[config.mk]
export PLATFORM = sky130hd
export DESIGN_NAME = adder_acc_sequencer
export DESIGN_NICKNAME = d
export VERILOG_FILES = /design/src/rtl/adder_acc_sequencer.sv
export SDC_FILE = /design/constraint.sdc
export NUM_CORES = 1
export LEC_CHECK = 0
export CAP_MARGIN = 20
export CELL_PAD_IN_SITES_DETAIL_PLACEMENT = 0
export CELL_PAD_IN_SITES_GLOBAL_PLACEMENT = 1
export CORE_MARGIN = 4
export CORE_UTILIZATION = 21
export DETAILED_ROUTE_END_ITERATION = 10
export PLACE_DENSITY = 0.8
export SLEW_MARGIN = 10
export SYNTH_ARGS = -nofsm -noshare
export SYNTH_HDL_FRONTEND = slang
export SYNTH_SLANG_ARGS = --single-unit
[constraint.sdc]
create_clock -name clk_i -period 1.78 [get_ports clk_i]
set_clock_uncertainty 0.2 [all_clocks]
set_input_delay 0.356 -clock clk_i [delete_from_list [all_inputs] [get_ports clk_i]]
set_output_delay 0.356 -clock clk_i [all_outputs]
set_load 0.02 [all_outputs]
[src/rtl/adder_acc_sequencer.sv]
// adder_acc_sequencer: feeds a job's operand stream through the shared 32-bit / two-lane adder and returns the sum.
// Build option: define ADD_ACC_SEQ_SAT_EN to saturate words/lanes on overflow instead of wrapping.
module adder_acc_sequencer #(
  parameter int CNT_W = 8
) (
  input  logic             clk_i,
  input  logic             rst_ni,
  input  logic             start_i,
  input  logic             mode_3_i,
  input  logic [CNT_W-1:0] len_i,
  input  logic [31:0]      init_i,
  input  logic             op_valid_i,
  output logic             op_ready_o,
  input  logic [31:0]      op_data_i,
  output logic [31:0]      add_a_o,
  output logic [31:0]      add_b_o,
  output logic             add_mode_3_o,
  input  logic [31:0]      add_res_i,
  output logic             res_valid_o,
  input  logic             res_ready_i,
  output logic [31:0]      res_data_o,
  output logic             ovf_o,
  output logic             busy_o
);

  localparam logic [31:0] LANE_MASK = 32'h003F_F3FF;

  typedef enum logic [1:0] {IDLE, ACC, DONE} state_t;

  state_t           state_reg, state_next;
  logic [31:0]      acc_reg, acc_next;
  logic [CNT_W-1:0] remaining_reg, remaining_next;
  logic             ovf_reg, ovf_next;
  logic             mode_3_reg, mode_3_next;

  logic [1:0]  lane_ovf;
  logic [9:0]  lane_val [2];
  logic        word_ovf;
  logic [31:0] word_val;
  logic [31:0] sum_word;
  logic        beat_ovf;

  // Lane k of the adder result sits at [16k+10:16k]; bit 16k+10 is the true sign.
  generate
    for (genvar gi = 0; gi < 2; gi++) begin : g_lane
      localparam int RB = 16 * gi;
      assign lane_ovf[gi] = add_res_i[RB+10] ^ add_res_i[RB+9];
`ifdef ADD_ACC_SEQ_SAT_EN
      assign lane_val[gi] = !lane_ovf[gi] ? add_res_i[RB+9:RB]
                          : (add_res_i[RB+10] ? 10'h200 : 10'h1FF);
`else
      assign lane_val[gi] = add_res_i[RB+9:RB];
`endif
    end
  endgenerate

  assign word_ovf = (acc_reg[31] == op_data_i[31]) && (add_res_i[31] != acc_reg[31]);
`ifdef ADD_ACC_SEQ_SAT_EN
  assign word_val = !word_ovf ? add_res_i
                  : (acc_reg[31] ? 32'h8000_0000 : 32'h7FFF_FFFF);
`else
  assign word_val = add_res_i;
`endif

  // Lane-1 output [25:16] is folded back into the lane-1 input slot [21:12].
  assign sum_word = mode_3_reg ? {10'b0, lane_val[1], 2'b0, lane_val[0]} : word_val;
  assign beat_ovf = mode_3_reg ? (|lane_ovf) : word_ovf;

  assign add_a_o      = acc_reg;
  assign add_b_o      = op_data_i;
  assign add_mode_3_o = mode_3_reg;
  assign op_ready_o   = (state_reg == ACC);
  assign res_valid_o  = (state_reg == DONE);
  assign res_data_o   = acc_reg;
  assign ovf_o        = ovf_reg;
  assign busy_o       = (state_reg != IDLE);

  always_ff @(posedge clk_i or negedge rst_ni) begin
    if (!rst_ni) begin
      state_reg     <= IDLE;
      acc_reg       <= '0;
      remaining_reg <= '0;
      ovf_reg       <= 1'b0;
      mode_3_reg    <= 1'b0;
    end else begin
      state_reg     <= state_next;
      acc_reg       <= acc_next;
      remaining_reg <= remaining_next;
      ovf_reg       <= ovf_next;
      mode_3_reg    <= mode_3_next;
    end
  end

  always_comb begin
    state_next     = state_reg;
    acc_next       = acc_reg;
    remaining_next = remaining_reg;
    ovf_next       = ovf_reg;
    mode_3_next    = mode_3_reg;
    case (state_reg)
      IDLE: begin
        if (start_i) begin
          mode_3_next    = mode_3_i;
          remaining_next = len_i;
          ovf_next       = 1'b0;
          acc_next       = mode_3_i ? (init_i & LANE_MASK) : init_i;
          state_next     = (len_i != '0) ? ACC : DONE;
        end
      end
      ACC: begin
        if (op_valid_i) begin
          acc_next       = sum_word;
          remaining_next = remaining_reg - CNT_W'(1);
          ovf_next       = ovf_reg | beat_ovf;
          if (remaining_reg == CNT_W'(1)) state_next = DONE;
        end
      end
      DONE: begin
        if (res_ready_i) state_next = IDLE;
      end
      default: state_next = IDLE;
    endcase
  end

endmodule
==> run_summary.xml <==
<?xml version="1.0" encoding="UTF-8"?>
<metrics>
  <group name="run_status">
    <metric name="run_status" unit="">finished with violations</metric>
    <metric name="violations" unit="">setup timing</metric>
  </group>
  <group name="cells_and_area">
    <metric name="drive_gt1_share" unit="%">20.6</metric>
    <metric name="sequential_cell_area" unit="µm²">1100</metric>
    <metric name="antennaDiodeCount" unit="">0</metric>
    <metric name="number_of_cells_in_the_finished_layout_apart_from_fillers" unit="">609</metric>
    <metric name="final_net_count" unit="">548</metric>
    <metric name="fill_cells" unit="">1314</metric>
    <metric name="area_delta_synth_final" unit="%">65.3</metric>
    <metric name="multi_input_comb_area" unit="µm²">1210</metric>
    <metric name="largest_register_ffs" unit="">32</metric>
  </group>
  <group name="sta">
    <metric name="min_period_over_period" unit="%">104</metric>
    <metric name="timing.fmax" unit="GHz">0.538</metric>
    <metric name="final_hold_violation_count" unit="">0</metric>
    <metric name="period_needed" unit="ns">1.86</metric>
    <metric name="slew-limit-headroom" unit="%">75.0</metric>
    <metric name="final_critical_path_setup_slack" unit="ns">-0.0800</metric>
    <metric name="rsz_0062_raised_after_global_routing" unit="">true</metric>
    <metric name="final_max_slew_viol_count" unit="">0</metric>
    <metric name="transition_time_at_the_pin_with_the_least_slew_margin" unit="ns">0.374</metric>
    <metric name="setup_violations_final" unit="">33</metric>
  </group>
  <group name="pwr">
    <metric name="power.density" unit="nW/µm²">1730</metric>
    <metric name="power_leakage" unit="µW">0.00208</metric>
    <metric name="worst_ir_drop_vdd" unit="V">0.000560</metric>
  </group>
  <group name="route">
    <metric name="wl_per_cell" unit="µm">16.8</metric>
    <metric name="route.detailed.vias_per_inst" unit="">4.41</metric>
    <metric name="drc_errors_left" unit="">0</metric>
    <metric name="route.vias.total" unit="">2686</metric>
    <metric name="drt_pre_antenna_iters" unit="">4</metric>
    <metric name="drtAntennaViolNets" unit="">0</metric>
    <metric name="drt_iter0_drc" unit="">91</metric>
    <metric name="detailed_route_wire_length" unit="µm">10300</metric>
  </group>
  <group name="min_path">
    <metric name="hold_path.class" unit="">register to register</metric>
    <metric name="hold_path_startpoint" unit="">ovf_o</metric>
    <metric name="hold_path_depth" unit="">2</metric>
    <metric name="hold_end" unit="">ovf_o</metric>
  </group>
  <group name="placed_design">
    <metric name="dp_hpwl" unit="µm">7600</metric>
    <metric name="number_of_placed_instances_taps_included" unit="">588</metric>
    <metric name="pre_cts_ws" unit="ns">-0.321</metric>
    <metric name="gp_congestion" unit="">0.823</metric>
    <metric name="place.port_buffers" unit="">148</metric>
  </group>
  <group name="die">
    <metric name="floorplan.die.width" unit="µm">123</metric>
    <metric name="floorplan.io_pins" unit="">211</metric>
    <metric name="start_util" unit="%">21.8</metric>
    <metric name="chipHeight" unit="µm">123</metric>
    <metric name="core.rowCount" unit="">41</metric>
    <metric name="die_area" unit="µm²">15100</metric>
    <metric name="core-area" unit="µm²">12800</metric>
  </group>
  <group name="yosys">
    <metric name="synth_seq_cells" unit="">44</metric>
    <metric name="synth_fp_nets" unit="">424</metric>
    <metric name="post_synthesis_instance_total" unit="">312</metric>
    <metric name="synth_async_sr_flop_share" unit="%">100</metric>
    <metric name="synthesis.area" unit="µm²">2780</metric>
    <metric name="seq_area_frac_synth" unit="%">39.6</metric>
    <metric name="ys_warn_count" unit="">0</metric>
    <metric name="ys_top_cells_by_area" unit="">sky130_fd_sc_hd__dfrtp_1 40%, sky130_fd_sc_hd__buf_4 18%, sky130_fd_sc_hd__nand2_1 5.0%</metric>
    <metric name="yosysTopAreaCellShare" unit="%">39.6</metric>
    <metric name="postSynthAreaPerCell" unit="µm²">8.91</metric>
    <metric name="synth-edff-count" unit="">0</metric>
    <metric name="synthFlopType" unit="">sky130_fd_sc_hd__dfrtp_1</metric>
    <metric name="synth_cell_types" unit="">38</metric>
    <metric name="library_cell_with_the_largest_summed_area_after_synthesis" unit="">sky130_fd_sc_hd__dfrtp_1</metric>
  </group>
  <group name="grt">
    <metric name="total_routing_resource_utilization_after_global_routing" unit="%">12.8</metric>
    <metric name="grt_first_pass_wirelength" unit="µm">15000</metric>
    <metric name="grt_antenna_before_repair" unit="">0</metric>
    <metric name="grt_start_max_net_pins" unit="">45</metric>
    <metric name="gr-total-overflow" unit="">0</metric>
    <metric name="first_global_vias" unit="">2796</metric>
  </group>
  <group name="clocking">
    <metric name="cts_buffers" unit="">5</metric>
    <metric name="clockBufferDepth" unit="">2</metric>
    <metric name="tritoncts" unit="">done</metric>
    <metric name="clock_pin_slew_of_the_registers_on_the_worst_case_setup_and_hold_paths" unit="ns">0.07</metric>
    <metric name="cts-htree-levels" unit="">2</metric>
    <metric name="clock-sinks" unit="">44</metric>
    <metric name="clock_insertion_delay_worst_skew" unit="ns">0.29</metric>
    <metric name="clk_root_buf" unit="">sky130_fd_sc_hd__clkbuf_16</metric>
  </group>
  <group name="worst_setup_path">
    <metric name="crit_path_end_kind" unit="">register</metric>
    <metric name="reg2reg_depth" unit="">5</metric>
    <metric name="critPathMaxFanout" unit="">5</metric>
    <metric name="worstReg2RegEnd" unit="">add_a_o[13]</metric>
    <metric name="cp_data_required_time" unit="ns">1.75</metric>
    <metric name="critPathArrivalTime" unit="ns">1.83</metric>
    <metric name="timing.setup.critical_path_class" unit="">register to register</metric>
    <metric name="rr_startpoint" unit="">state_reg[0]</metric>
    <metric name="worstSetupStartpointType" unit="">register</metric>
    <metric name="reg2reg_slack" unit="ns">-0.08</metric>
  </group>
  <group name="run">
    <metric name="max_capacitance_violation_count" unit="">0</metric>
  </group>
</metrics>
[cell usage after synthesis (2+ instances only)]
master,number
sky130_fd_sc_hd__buf_4,65
sky130_fd_sc_hd__dfrtp_1,44
sky130_fd_sc_hd__nand2_1,37
sky130_fd_sc_hd__nor2_1,36
sky130_fd_sc_hd__nor3_1,14
sky130_fd_sc_hd__a31oi_1,13
sky130_fd_sc_hd__mux2i_1,13
sky130_fd_sc_hd__a221o_1,12
sky130_fd_sc_hd__a21oi_1,9
sky130_fd_sc_hd__buf_2,9
sky130_fd_sc_hd__a221oi_1,7
sky130_fd_sc_hd__clkbuf_1,5
sky130_fd_sc_hd__inv_1,5
sky130_fd_sc_hd__o21ai_0,5
sky130_fd_sc_hd__a22oi_1,4
sky130_fd_sc_hd__buf_6,3
sky130_fd_sc_hd__nor4_1,3
sky130_fd_sc_hd__o22ai_1,3
sky130_fd_sc_hd__ha_1,2
sky130_fd_sc_hd__nor2b_1,2
sky130_fd_sc_hd__or2_2,2
sky130_fd_sc_hd__or3b_2,2
sky130_fd_sc_hd__xnor2_1,2
[stage by stage]
| step | power (µW) | setup TNS (ns) | cell area (µm²) | hold slack [ns] | util [%] |
|---|---|---|---|---|---|
| global placement | 6860 | -10.87 | 4220 | 0.162 | 33.1 |
| finish | 7950 | -1.01 | 4600 | 0.300 | 36.0 |
| global route | 8510 | -2.63 | 4600 | 0.348 | 36.0 |
| floorplan | 5000 | 0 | 2790 | -0.140 | - |
| CTS | 7610 | -1.31 | 4390 | 0.310 | 34.3 |
| detailed placement | 6950 | -12.61 | 4220 | 0.170 | 33.1 |
[power breakdown]
group | switching (µW) | leakage [µW] | total, µW | internal [µW]
Clock | 404 | 0.0000766 | 959 | 555
Combinational | 2760 | 0.00148 | 5070 | 2320
Sequential | 425 | 0.000525 | 1920 | 1490
[how the worst max path moves through the flow]
stage | from | end | slack (ns)
2_1_floorplan | remaining_reg[0] | remaining_reg[6] | 0.03
3_3_place_gp | start_i | add_a_o[22] | -0.28
3_5_place_dp | start_i | add_a_o[28] | -0.32
4_1_cts | state_reg[0] | add_a_o[12] | -0.12
5_1_grt | state_reg[0] | remaining_reg[0] | -0.11
6_report | state_reg[0] | add_a_o[13] | -0.08
[cells in the final DEF (no fill, tap or decap), types with 7 or more instances in the layout]
master | Yosys | final
sky130_fd_sc_hd__a21oi_1 | 9 | 9
sky130_fd_sc_hd__a221o_1 | 12 | 12
sky130_fd_sc_hd__a221oi_2 | 0 | 7
sky130_fd_sc_hd__a31oi_1 | 13 | 13
sky130_fd_sc_hd__buf_4 | 65 | 40
sky130_fd_sc_hd__clkbuf_16 | 0 | 7
sky130_fd_sc_hd__clkdlybuf4s50_1 | 0 | 77
sky130_fd_sc_hd__dfrtp_1 | 44 | 44
sky130_fd_sc_hd__dlygate4sd2_1 | 0 | 67
sky130_fd_sc_hd__mux2i_1 | 13 | 12
sky130_fd_sc_hd__nand2_1 | 37 | 37
sky130_fd_sc_hd__nor2_1 | 36 | 33
sky130_fd_sc_hd__nor3_1 | 14 | 10
[worst max-delay path, stage by stage, from the launching register on]
cell                        delay (ns)
sky130_fd_sc_hd__dfrtp_1          0.42
sky130_fd_sc_hd__buf_6            0.15
sky130_fd_sc_hd__mux2i_4          0.17
sky130_fd_sc_hd__or2_4            0.31
sky130_fd_sc_hd__clkbuf_16        0.18
sky130_fd_sc_hd__a221o_1          0.31
[cell families after synthesis]
group / Yosys count / synth area share (%)
compound gates: 59 / 15.6
buf+inv: 87 / 21.7
xor+xnor: 2 / 0.630
simple gates: 105 / 16.9
fa+ha+maj: 2 / 0.900
flops: 44 / 39.6
mux: 13 / 4.68
[cell type report]
type | count | share of cell area [%]
multi-input cells | 181 | 26.3
flip-flops and latches | 44 | 23.9
inverters | 5 | 0.408
well taps | 172 | 4.68
clock buffers | 6 | 3.02
clock inverters | 2 | 0.218
repair buffers | 199 | 41.5
[per-layer routing]
layer / GRT usage, % / share of wire (%) / up-vias
met4: 3.74 / 2.0 / 0
met5: 0 / 0 / -
met1: 15.6 / 41 / 1288
met2: 22.3 / 51 / 97
li1: - / - / 1282
met3: 3.20 / 6.5 / 19
[timing repair]
| item | 4_1_cts | 5_1_grt |
|---|---|---|
| pin swaps | 0 | 12 |
| endpoints found under the setup margin | 106 | 37 |
| gates cloned | 1 | 2 |
| hold endpoints to repair | 44 | 0 |
| hold buffers | 1 | 0 |
| setup buffers | 3 | 6 |
| resized for setup | 90 | 32 |
No activity file was read; power rests on OpenSTA's default activity.
